===== src/rtl/tff_pkg.sv =====
// Shared definitions for the T flip-flop counter family.
// Holds the 2-bit operating-mode encoding used by tff_counter.
package tff_pkg;

  typedef logic [1:0] mode_t;

  localparam mode_t MODE_UP   = 2'b00;
  localparam mode_t MODE_DN   = 2'b01;
  localparam mode_t MODE_TGL  = 2'b10;
  localparam mode_t MODE_HOLD = 2'b11;

endpackage : tff_pkg


===== src/rtl/tff_cell.sv =====
// Single-bit T flip-flop cell with a synchronous set-value override.
// Ports:
//   clk      - rising-edge clock
//   reset_n  - asynchronous active-low reset, forces q to 0
//   t        - toggle request for this edge
//   sv_en    - synchronous set-value enable (takes priority over t)
//   sv       - value loaded when sv_en is high
//   q        - registered cell state
module tff_cell (
  input  logic clk,
  input  logic reset_n,
  input  logic t,
  input  logic sv_en,
  input  logic sv,
  output logic q
);

  logic state_q;

  always_ff @(posedge clk or negedge reset_n) begin
    if (!reset_n) begin
      state_q <= 1'b0;
    end else if (sv_en) begin
      state_q <= sv;
    end else if (t) begin
      state_q <= ~state_q;
    end
  end

  assign q = state_q;

endmodule : tff_cell


===== src/rtl/tff_counter.sv =====
// Parametrised up/down/toggle counter built from a bank of T cells.
// Ports:
//   clk       - rising-edge clock
//   reset_n   - asynchronous active-low reset
//   en        - advance enable for up/down/toggle modes
//   mode      - 00 up, 01 down, 10 toggle, 11 hold
//   t_mask    - per-bit toggle request, used only in toggle mode
//   clear     - synchronous clear to 0 (highest priority)
//   load      - synchronous parallel load of load_val
//   load_val  - value for load; out-of-range values clamp to MODULUS-1
//   q         - current counter state
//   tc        - terminal count, combinational from q and mode
//   wrap      - one-cycle pulse after a modulus wrap
//   load_err  - one-cycle pulse after an out-of-range load
module tff_counter
  import tff_pkg::*;
#(
  parameter int WIDTH   = 8,
  parameter int MODULUS = 2 ** WIDTH
) (
  input  logic             clk,
  input  logic             reset_n,
  input  logic             en,
  input  mode_t            mode,
  input  logic [WIDTH-1:0] t_mask,
  input  logic             clear,
  input  logic             load,
  input  logic [WIDTH-1:0] load_val,
  output logic [WIDTH-1:0] q,
  output logic             tc,
  output logic             wrap,
  output logic             load_err
);

  // One extra bit so MODULUS = 2**WIDTH is representable.
  localparam logic [WIDTH:0]   MOD_W   = (WIDTH + 1)'(MODULUS);
  localparam logic [WIDTH-1:0] MOD_MAX = WIDTH'(MODULUS - 1);

  logic [WIDTH-1:0] q_q;
  logic [WIDTH-1:0] t_up;
  logic [WIDTH-1:0] t_dn;
  logic [WIDTH-1:0] t_d;
  logic [WIDTH-1:0] sv_d;
  logic             sv_en_d;
  logic             wrap_d;
  logic             load_err_d;
  logic             wrap_q;
  logic             load_err_q;
  logic             at_max;
  logic             at_zero;
  logic             load_ok;

  // '>=' rather than '==' so states above the modulus left by toggle
  // mode still wrap back to 0 in up mode.
  assign at_max  = (q_q >= MOD_MAX);
  assign at_zero = (q_q == '0);
  assign load_ok = ({1'b0, load_val} < MOD_W);

  // Carry/borrow chains: bit i toggles when all lower bits are 1 (up)
  // or all lower bits are 0 (down).
  always_comb begin
    logic acc_up;
    logic acc_dn;
    t_up = '0;
    t_dn = '0;
    for (int i = 0; i < WIDTH; i++) begin
      acc_up = 1'b1;
      acc_dn = 1'b1;
      for (int j = 0; j < i; j++) begin
        acc_up = acc_up & q_q[j];
        acc_dn = acc_dn & ~q_q[j];
      end
      t_up[i] = acc_up;
      t_dn[i] = acc_dn;
    end
  end

  // Per-edge control: clear > load > (en and mode). Clear, load and the
  // wrap reload all use the cells' direct set-value path instead of toggles.
  always_comb begin
    t_d        = '0;
    sv_en_d    = 1'b0;
    sv_d       = '0;
    wrap_d     = 1'b0;
    load_err_d = 1'b0;
    if (clear) begin
      sv_en_d = 1'b1;
      sv_d    = '0;
    end else if (load) begin
      sv_en_d    = 1'b1;
      sv_d       = load_ok ? load_val : MOD_MAX;
      load_err_d = ~load_ok;
    end else if (en) begin
      case (mode)
        MODE_UP: begin
          if (at_max) begin
            sv_en_d = 1'b1;
            sv_d    = '0;
            wrap_d  = 1'b1;
          end else begin
            t_d = t_up;
          end
        end
        MODE_DN: begin
          // Out-of-range states (q >= MODULUS) are nonzero, so the plain
          // borrow chain already steps them down without a wrap.
          if (at_zero) begin
            sv_en_d = 1'b1;
            sv_d    = MOD_MAX;
            wrap_d  = 1'b1;
          end else begin
            t_d = t_dn;
          end
        end
        MODE_TGL: begin
          t_d = t_mask;
        end
        default: begin
          t_d = '0;
        end
      endcase
    end
  end

  for (genvar g = 0; g < WIDTH; g++) begin : g_cell
    tff_cell u_cell (
      .clk     (clk),
      .reset_n (reset_n),
      .t       (t_d[g]),
      .sv_en   (sv_en_d),
      .sv      (sv_d[g]),
      .q       (q_q[g])
    );
  end

  always_ff @(posedge clk or negedge reset_n) begin
    if (!reset_n) begin
      wrap_q     <= 1'b0;
      load_err_q <= 1'b0;
    end else begin
      wrap_q     <= wrap_d;
      load_err_q <= load_err_d;
    end
  end

  // Terminal count is deliberately not gated by en.
  always_comb begin
    tc = 1'b0;
    case (mode)
      MODE_UP: tc = at_max;
      MODE_DN: tc = at_zero;
      default: tc = 1'b0;
    endcase
  end

  assign q        = q_q;
  assign wrap     = wrap_q;
  assign load_err = load_err_q;

endmodule : tff_counter


===== config.mk =====
export PLATFORM = sky130hd
export DESIGN_NAME = tff_counter
export DESIGN_NICKNAME = d
export VERILOG_FILES = /design/src/rtl/tff_pkg.sv /design/src/rtl/tff_cell.sv /design/src/rtl/tff_counter.sv
export SDC_FILE = /design/constraint.sdc
export NUM_CORES = 1
export LEC_CHECK = 0
export ABC_CLOCK_PERIOD_IN_PS = 2500
export BUFFER_PORTS_ARGS = -buffer_cell sky130_fd_sc_hd__buf_2
export CAP_MARGIN = 10
export CORE_ASPECT_RATIO = 1.1
export CORE_MARGIN = 8
export CORE_UTILIZATION = 35
export CTS_CLUSTER_DIAMETER = 40
export DETAILED_ROUTE_END_ITERATION = 16
export PLACE_DENSITY = 0.66
export SLEW_MARGIN = 20
export SYNTH_ARGS = -nofsm -noshare
export SYNTH_HDL_FRONTEND = slang
export SYNTH_SLANG_ARGS = --single-unit

===== constraint.sdc =====
create_clock -name clk -period 2.5 [get_ports clk]
set_clock_uncertainty 0.1 [all_clocks]
set_input_delay 0.5 -clock clk [delete_from_list [all_inputs] [get_ports clk]]
set_output_delay 0.5 -clock clk [all_outputs]
set_load 0.05 [all_outputs]

======== Word level (Yosys, flattened, before mapping) ========
Cells that the tools add are included.
word-level totals
  flip-flop bits (word level) ............. 9
  latch bits .............................. 0
  RAM bits ................................ 0
  ROM bits ................................ 0
  input bits .............................. 23
  output and inout port bits .............. 11
  logic and storage cells ................. 78
  memories ................................ 0
cells by class
  add/subtract/negate cells ............... 0
  multiply operators ...................... 0
  div/mod/pow operators ................... 0
  $lt $le $gt $ge ......................... 1
  equality and inequality tests ........... 2
  shift-type cells ........................ 0
  muxes and demuxes ....................... 36
  bitwise operators ....................... 20
  reductions and logical operators ........ 10
operators by type and width
  kind                                            number
  2-to-1 mux 8 bit                                10
  case mux 8 bit (3 select lines)                 1
  2-to-1 mux 1 bit                                23
  nonzero test 2 bit                              8
  bitwise AND 1 bit                               12
  >= comparator 8 bit (second input constant)     1
  zero test 8 bit                                 1
  inverter 1 bit                                  8
  case mux 1 bit (2 select lines)                 2
  == test 2 x 1 -> 1 bit (second input constant)  1
  == test 2 bit (second input constant)           1
  zero test 2 bit                                 1

======== Depth between registers and ports, before layout ========
Gate-level depths: netlist (run 1).
  word-level depth ........................ 14
  mapped depth ............................ 7
  gate-level depth less buffers ........... 5

======== By module ========
Synthesis (run 1) repeated with hierarchy kept, for this count alone.
second synthesis, totals
  cell total of the unflattened synthesis .. 111
  area total of the unflattened synthesis .. 840.8 um^2
modules (own cells, without submodules)
  module       instances  cells each  area each (um^2)  sequential area each (um^2)
  tff_counter  1          79          500.5             25.0
  tff_cell     8          4           42.5              25.0

======== Worst setup path after synthesis (run 1) ========
OpenSTA, ideal clock, no wires.
  path type ............................... reg2out
  start ................................... reg g_cell[6].u_cell.state_q
  end ..................................... out tc
  data arrival time ....................... 1.970 ns
  data required time ...................... 1.900 ns
  path slack .............................. -0.070 ns
  stages on the path, launching flop included .. 5
  buffers on the path ..................... 2
  cell sequence ........................... dfrtp_1 -> buf_2 -> or4_1 -> clkbuf_1 -> o22ai_1
between the ends
  cells in the longest elaborated chain, start to end .. 2
  elaborated cells between the ends (all ways) .. 3
  classes of those cells .................. order compare (1); mux (1); reduce/logical (1)
ends and longest elaborated chain
  item                                                           RTL line                              RTL
  from (decl)                                                    tff_cell.sv:18                        logic state_q;
  from (signal assigned)                                         tff_cell.sv:24                        state_q <= sv;
  from (signal assigned)                                         tff_cell.sv:26                        state_q <= ~state_q;
  >= comparator 8 bit / zero test 8 bit (equally long branches)  tff_counter.sv:55, tff_counter.sv:56
  case mux 1 bit (2 select lines) *                              tff_counter.sv:149                    case (mode)
  to (decl)                                                      tff_counter.sv:30                     output logic tc,
Every way passes the cells marked *; elsewhere a longest branch is shown, timed or not.

======== Final worst setup path (run 1) ========
Ends and elaborated chain as after synthesis.

==> flow_summary.json, run 1 <==
{
  "clk_pin_slew_ps": 60,
  "wire_per_inst_um": 15.79,
  "ys_async_sr_fraction_pct": 100.0,
  "post-place-ws_ps": 174.9,
  "cellPowerDensity_nw_per_um2": 414.9,
  "cts_buffers": 3,
  "r2r.worst_path.cells": 5,
  "p_leak_nw": 0.4818,
  "total_power_w": 0.0004958,
  "die_w_um": 67.44,
  "yosysSeqAreaShare_pct": 22.11,
  "diodes": 0,
  "timing.final.crit_share_pct": 96.23,
  "cts_htree_levels": 1,
  "rr_startpoint": "g_cell[0].u_cell.q",
  "yosys_warnings": 0,
  "layout_commonest_cell": "buf_2",
  "whs_ps": 354.1,
  "routabilityCongestion": 0.8449,
  "cp-end-kind": "primary output",
  "fin_crit_ps": 2406,
  "areaGrowthSynthToFinish_pct": 17.32,
  "grt_pass1_vias": 1060,
  "die-area_um2": 4894,
  "drt-initial-drc-count": 27,
  "wirelength_mm": 2.968,
  "status": "finished clean",
  "cp.required_ps": 1900,
  "setup_ws_ps": 94.17,
  "rows": 20,
  "r2r_slack_ps": 460,
  "max_freq_ghz": 0.4157,
  "synth_ff_type": "dfrtp_1",
  "synth_fp_nets": 155,
  "tritoncts": "built",
  "drive_gt1_share_pct": 30.97,
  "clock_latency_ps": 260,
  "globalRouteOverflowTotal": 0,
  "grtUsageTotal_pct": 12.39,
  "cts_setup_buffers": 0,
  "clock_sinks": 9,
  "syn-cell-area_um2": 1018,
  "grt_max_degree": 14,
  "die_h_um": 72.58,
  "port_buffers": 32,
  "fp.coreArea_um2": 2778,
  "critPathCapture": "tc",
  "detail-route-antenna-nets": 0,
  "initial_core_util_pct": 36.67,
  "dp_hpwl_mm": 2.433,
  "ir_drop_mv": 0.1962,
  "arrival_ps": 1810,
  "rsz0062_at_grt": "no",
  "vias": 1085,
  "crit_path_start": "g_cell[6].u_cell.q",
  "final_cells": 188,
  "synth_edf_count": 0,
  "antenna_found_initial": 0,
  "hold_path_class": "in -> reg",
  "grt_pass1_wl_mm": 4.767,
  "worstSetupPathType": "reg -> out",
  "ys_types": 49,
  "setup_viol": 0,
  "finalMaxSlewViolations": 0,
  "dpl.cell_count": 183,
  "worstHoldStart": "clear",
  "cp-start-kind": "register",
  "postSynthRegisterBits": 9,
  "synth_cells": 132,
  "nets": 179,
  "synth.avg_cell_area_um2": 7.716,
  "cp_max_fo": 6,
  "tns_ps": 0,
  "cts_root_buf": "clkbuf_4",
  "mostFrequentLayoutCells": "buf_2, nand2_1, o21ai_0, dfrtp_1, o211ai_1",
  "top_level_ports": 34,
  "drtPass1Iterations": 5,
  "drc": 0,
  "vias_per_cell": 5.771,
  "drv_cap": 0,
  "r2r-end": "g_cell[6].u_cell.q",
  "clockBufferDepth": 2,
  "finalHoldViolCount": 0
}
-- report_power, final --
part | switching, W | leakage, nW | internal [W]
clock network | 0.0000507 | 0.0150 | 0.0000615
registers | 0.0000213 | 0.117 | 0.000157
logic | 0.000135 | 0.349 | 0.0000699
-- cells in the mapped netlist, types with 2 or more instances --
| cell | instances | area share [%] |
|---|---|---|
| buf_2 | 6 | 2.9 |
| o22ai_1 | 3 | 1.8 |
| dfrtp_1 | 9 | 22 |
| clkbuf_1 | 3 | 1.1 |
| nor2b_1 | 3 | 1.8 |
| o21ai_0 | 10 | 4.9 |
| or2_1 | 2 | 1.2 |
| or4_1 | 2 | 1.5 |
| o21a_1 | 3 | 2.2 |
| nor2_1 | 6 | 2.2 |
| nor4_1 | 2 | 1.2 |
| nand4_1 | 3 | 1.8 |
| and3b_1 | 2 | 1.7 |
| o211ai_1 | 7 | 5.2 |
| nand2_1 | 17 | 6.3 |
| nand3b_1 | 2 | 1.5 |
| nor3_1 | 4 | 2.0 |
| buf_4 | 9 | 6.6 |
| inv_1 | 3 | 1.1 |
| nor4b_1 | 2 | 1.7 |
| nand3_1 | 3 | 1.5 |
| o31ai_1 | 2 | 1.5 |
| nand2b_1 | 2 | 1.2 |
| xnor2_1 | 2 | 1.7 |
-- state kept, by name, summed over array words and instances, names as in the netlist --
signal and count:
g_cell.u_cell.q 8, wrap 1
-- routing by layer --
layer | track usage (%) | share of wire, % | vias up
met5 | 0 | 0 | -
met4 | 6.279 | 1.2 | 0
met3 | 1.229 | 4.6 | 4
met2 | 20.96 | 50 | 33
met1 | 14.92 | 44 | 512
li1 | - | - | 536
-- how the worst min path moves through the flow --
stage	depth (start not counted)	to
2_1_floorplan	0	g_cell[0].u_cell.q
3_3_place_gp	1	g_cell[2].u_cell.q
3_5_place_dp	1	g_cell[1].u_cell.q
4_1_cts	2	g_cell[7].u_cell.q
5_1_grt	2	g_cell[7].u_cell.q
6_report	2	g_cell[7].u_cell.q
-- metrics by stage --
stage	area, µm²	utilization [%]
2_1_floorplan	1025	-
3_3_place_gp	1147	41.31
3_5_place_dp	1147	41.31
4_1_cts	1184	42.61
5_1_grt	1195	43.02
6_report	1195	43.02
-- final cells by class --
cell class / count / area (µm²)
Inverter: 3 / 11.26
Tap cell: 33 / 41.29
Multi-Input combinational cell: 102 / 690.7
Fill cell: 302 / 1583
Timing Repair Buffer: 37 / 200.2
Clock buffer: 4 / 26.28
Sequential cell: 9 / 225.2
-- logic make-up (layout without fill, tap and decap cells) --
kind of cell	after synthesis	after routing	share of synthesized area [%]
and+or+nand+nor	58	58	34.03
AOI/OAI and AO/OA	40	40	28.99
buffers and inverters	21	44	11.79
DFF	9	9	22.11
xor gates and xnor gates	2	2	1.720
other	1	1	0.3682
muxes	1	1	0.9828
-- worst max-delay path, stage by stage, from the launching register on --
cell	delay [ps]
dfrtp_1	380
or4_1	670
o22ai_2	220
buf_2	290
-- timing repair --
| item | CTS | global route |
|---|---|---|
| setup endpoints to repair | 0 | 1 |
| gates resized for setup | 0 | 2 |
| endpoints found under the hold margin | 9 | 0 |
| hold buffers | 1 | 0 |
(Power assumes the default switching activity.)
==> run 2: changes to the inputs <==
ABC_CLOCK_PERIOD_IN_PS = 2100   (was 2500)
PLACE_DENSITY = 0.68   (was 0.66)
clock period = 2.1 ns   (was 2.5 ns; I/O delays follow)
==> run 2 against run 1 <==
Critical path depth unchanged. Sequential cell count unchanged. Register-to-register slack got worse by 310 ps. Total power increased by 24%. Sequential power increased by 17%. Critical endpoint unchanged. Worst hold slack got worse by 71 ps. Routed wire length increased by 5.8%. Die area unchanged. Sequential share of layout area decreased by 0.91 points. Largest power group unchanged. Clock power increased by 17%. Final cell count increased by 5.3%. Largest cell class unchanged. First-iteration DRC count increased to 2.7 times the previous value.
==> flow_summary.json, run 2 (synthesis gave the netlist of run 1 again) <==
{
  "final_area_um2": 1284,
  "cp-end-kind": "primary output",
  "setup_ws_ps": 13.52,
  "p_leak_nw": 0.5253,
  "dp_hpwl_mm": 2.630,
  "diodes": 0,
  "vias_per_cell": 5.808,
  "dpl.cell_count": 193,
  "cp_max_fo": 2,
  "drv_cap": 0,
  "cts_setup_buffers": 0,
  "cts_buffers": 3,
  "rows": 20,
  "timing.final.crit_share_pct": 99.36,
  "detail-route-antenna-nets": 0,
  "post-place-ws_ps": 54.68,
  "cellPowerDensity_nw_per_um2": 480.4,
  "hold_path_class": "in -> reg",
  "cp.required_ps": 1580,
  "grtUsageTotal_pct": 13.63,
  "clock_latency_ps": 260,
  "drive_gt1_share_pct": 38.18,
  "drt-initial-drc-count": 72,
  "worstSetupPathType": "reg -> out",
  "areaGrowthSynthToFinish_pct": 26.04,
  "rsz0062_at_grt": "yes",
  "top_level_ports": 34,
  "cts_root_buf": "clkbuf_4",
  "status": "finished clean",
  "globalRouteOverflowTotal": 0,
  "clock_sinks": 9,
  "clk_pin_slew_ps": 60,
  "wire_per_inst_um": 15.86,
  "cp-start-kind": "register",
  "grt_pass1_wl_mm": 5.333,
  "nets": 189,
  "final_cells": 198,
  "grt_pass1_vias": 1213,
  "cts_htree_levels": 1,
  "drtPass1Iterations": 4,
  "whs_ps": 282.9,
  "wirelength_mm": 3.140,
  "fin_crit_ps": 2086,
  "die_h_um": 72.58,
  "mostFrequentLayoutCells": "buf_2, nand2_1, buf_4, o21ai_0, o211ai_1",
  "grt_max_degree": 13,
  "finalHoldViolCount": 0,
  "vias": 1150,
  "ir_drop_mv": 0.2880,
  "routabilityCongestion": 0.8623,
  "largest_register_ffs": 8,
  "layout_commonest_cell": "buf_2",
  "setup_viol": 0,
  "die_w_um": 67.44,
  "fp.coreArea_um2": 2778,
  "max_freq_ghz": 0.4793,
  "port_buffers": 32,
  "clockBufferDepth": 2,
  "arrival_ps": 1570,
  "tns_ps": 0,
  "initial_core_util_pct": 36.67,
  "die-area_um2": 4894,
  "finalMaxSlewViolations": 0,
  "post_dp_cell_area_um2": 1230,
  "drc": 0,
  "antenna_found_initial": 0,
  "tritoncts": "built"
}
==> run 2: what timing repair did <==
action | 4_1_cts | 5_1_grt
endpoints found under the setup margin | 1 | 1
resized for setup | 6 | 2
gates cloned | 0 | 0
endpoints found under the hold margin | 9 | 0
hold buffers | 1 | 0
pin swaps | 0 | 1
==> run 2: path summary, 6_finish.rpt <==
kind                                          from                 end  slack, ps  cells past startpoint
worst max-delay path            g_cell[4].u_cell.q                  tc         10                      3
worst min-delay path                         clear  g_cell[7].u_cell.q        280                      2
worst max register to register  g_cell[3].u_cell.q  g_cell[5].u_cell.q        150                      5
worst min register to register  g_cell[2].u_cell.q  g_cell[2].u_cell.q        590                      2
max in group asynchronous                  reset_n  g_cell[0].u_cell.q       1270                      2
min in group asynchronous                  reset_n  g_cell[6].u_cell.q        430                      2
==> run 2: cell type report <==
cell class	instances	area [µm²]
clock buffer	4	26.28
multi-input combinational	102	693.2
sequential	9	230.2
inverter	3	11.26
tap	33	41.29
timing repair buffer	47	281.5
fill	295	1494
==> run 2: per-layer routing <==
| layer | vias to the layer above | share of wire [%] | GRT usage (%) |
|---|---|---|---|
| met4 | 0 | 1.8 | 6.744 |
| li1 | 559 | - | - |
| met3 | 8 | 6.6 | 1.997 |
| met2 | 44 | 52 | 23.19 |
| met5 | - | 0 | 0 |
| met1 | 539 | 39 | 16.00 |
==> run 2: metrics by stage <==
step	power [W]	util [%]
after floorplan	0.0004046	-
after global placement	0.0004734	44.28
after detailed placement	0.0004802	44.28
after CTS	0.0006199	46.08
after global routing	0.0006528	46.22
final	0.0006167	46.22
==> run 2: critical path, cell delays in order (launching register included) <==
cell	delay, ps
dfrtp_1	380
or4_4	570
o22ai_4	180
buf_6	180
==> run 2: report_power, final <==
part           internal, W  switching (W)  leakage, nW  total, W
registers         0.000189      0.0000195        0.112  0.000208
logic             0.000105       0.000173        0.398  0.000277
clock network    0.0000731      0.0000581       0.0150  0.000131
total             0.000366       0.000250        0.525  0.000617
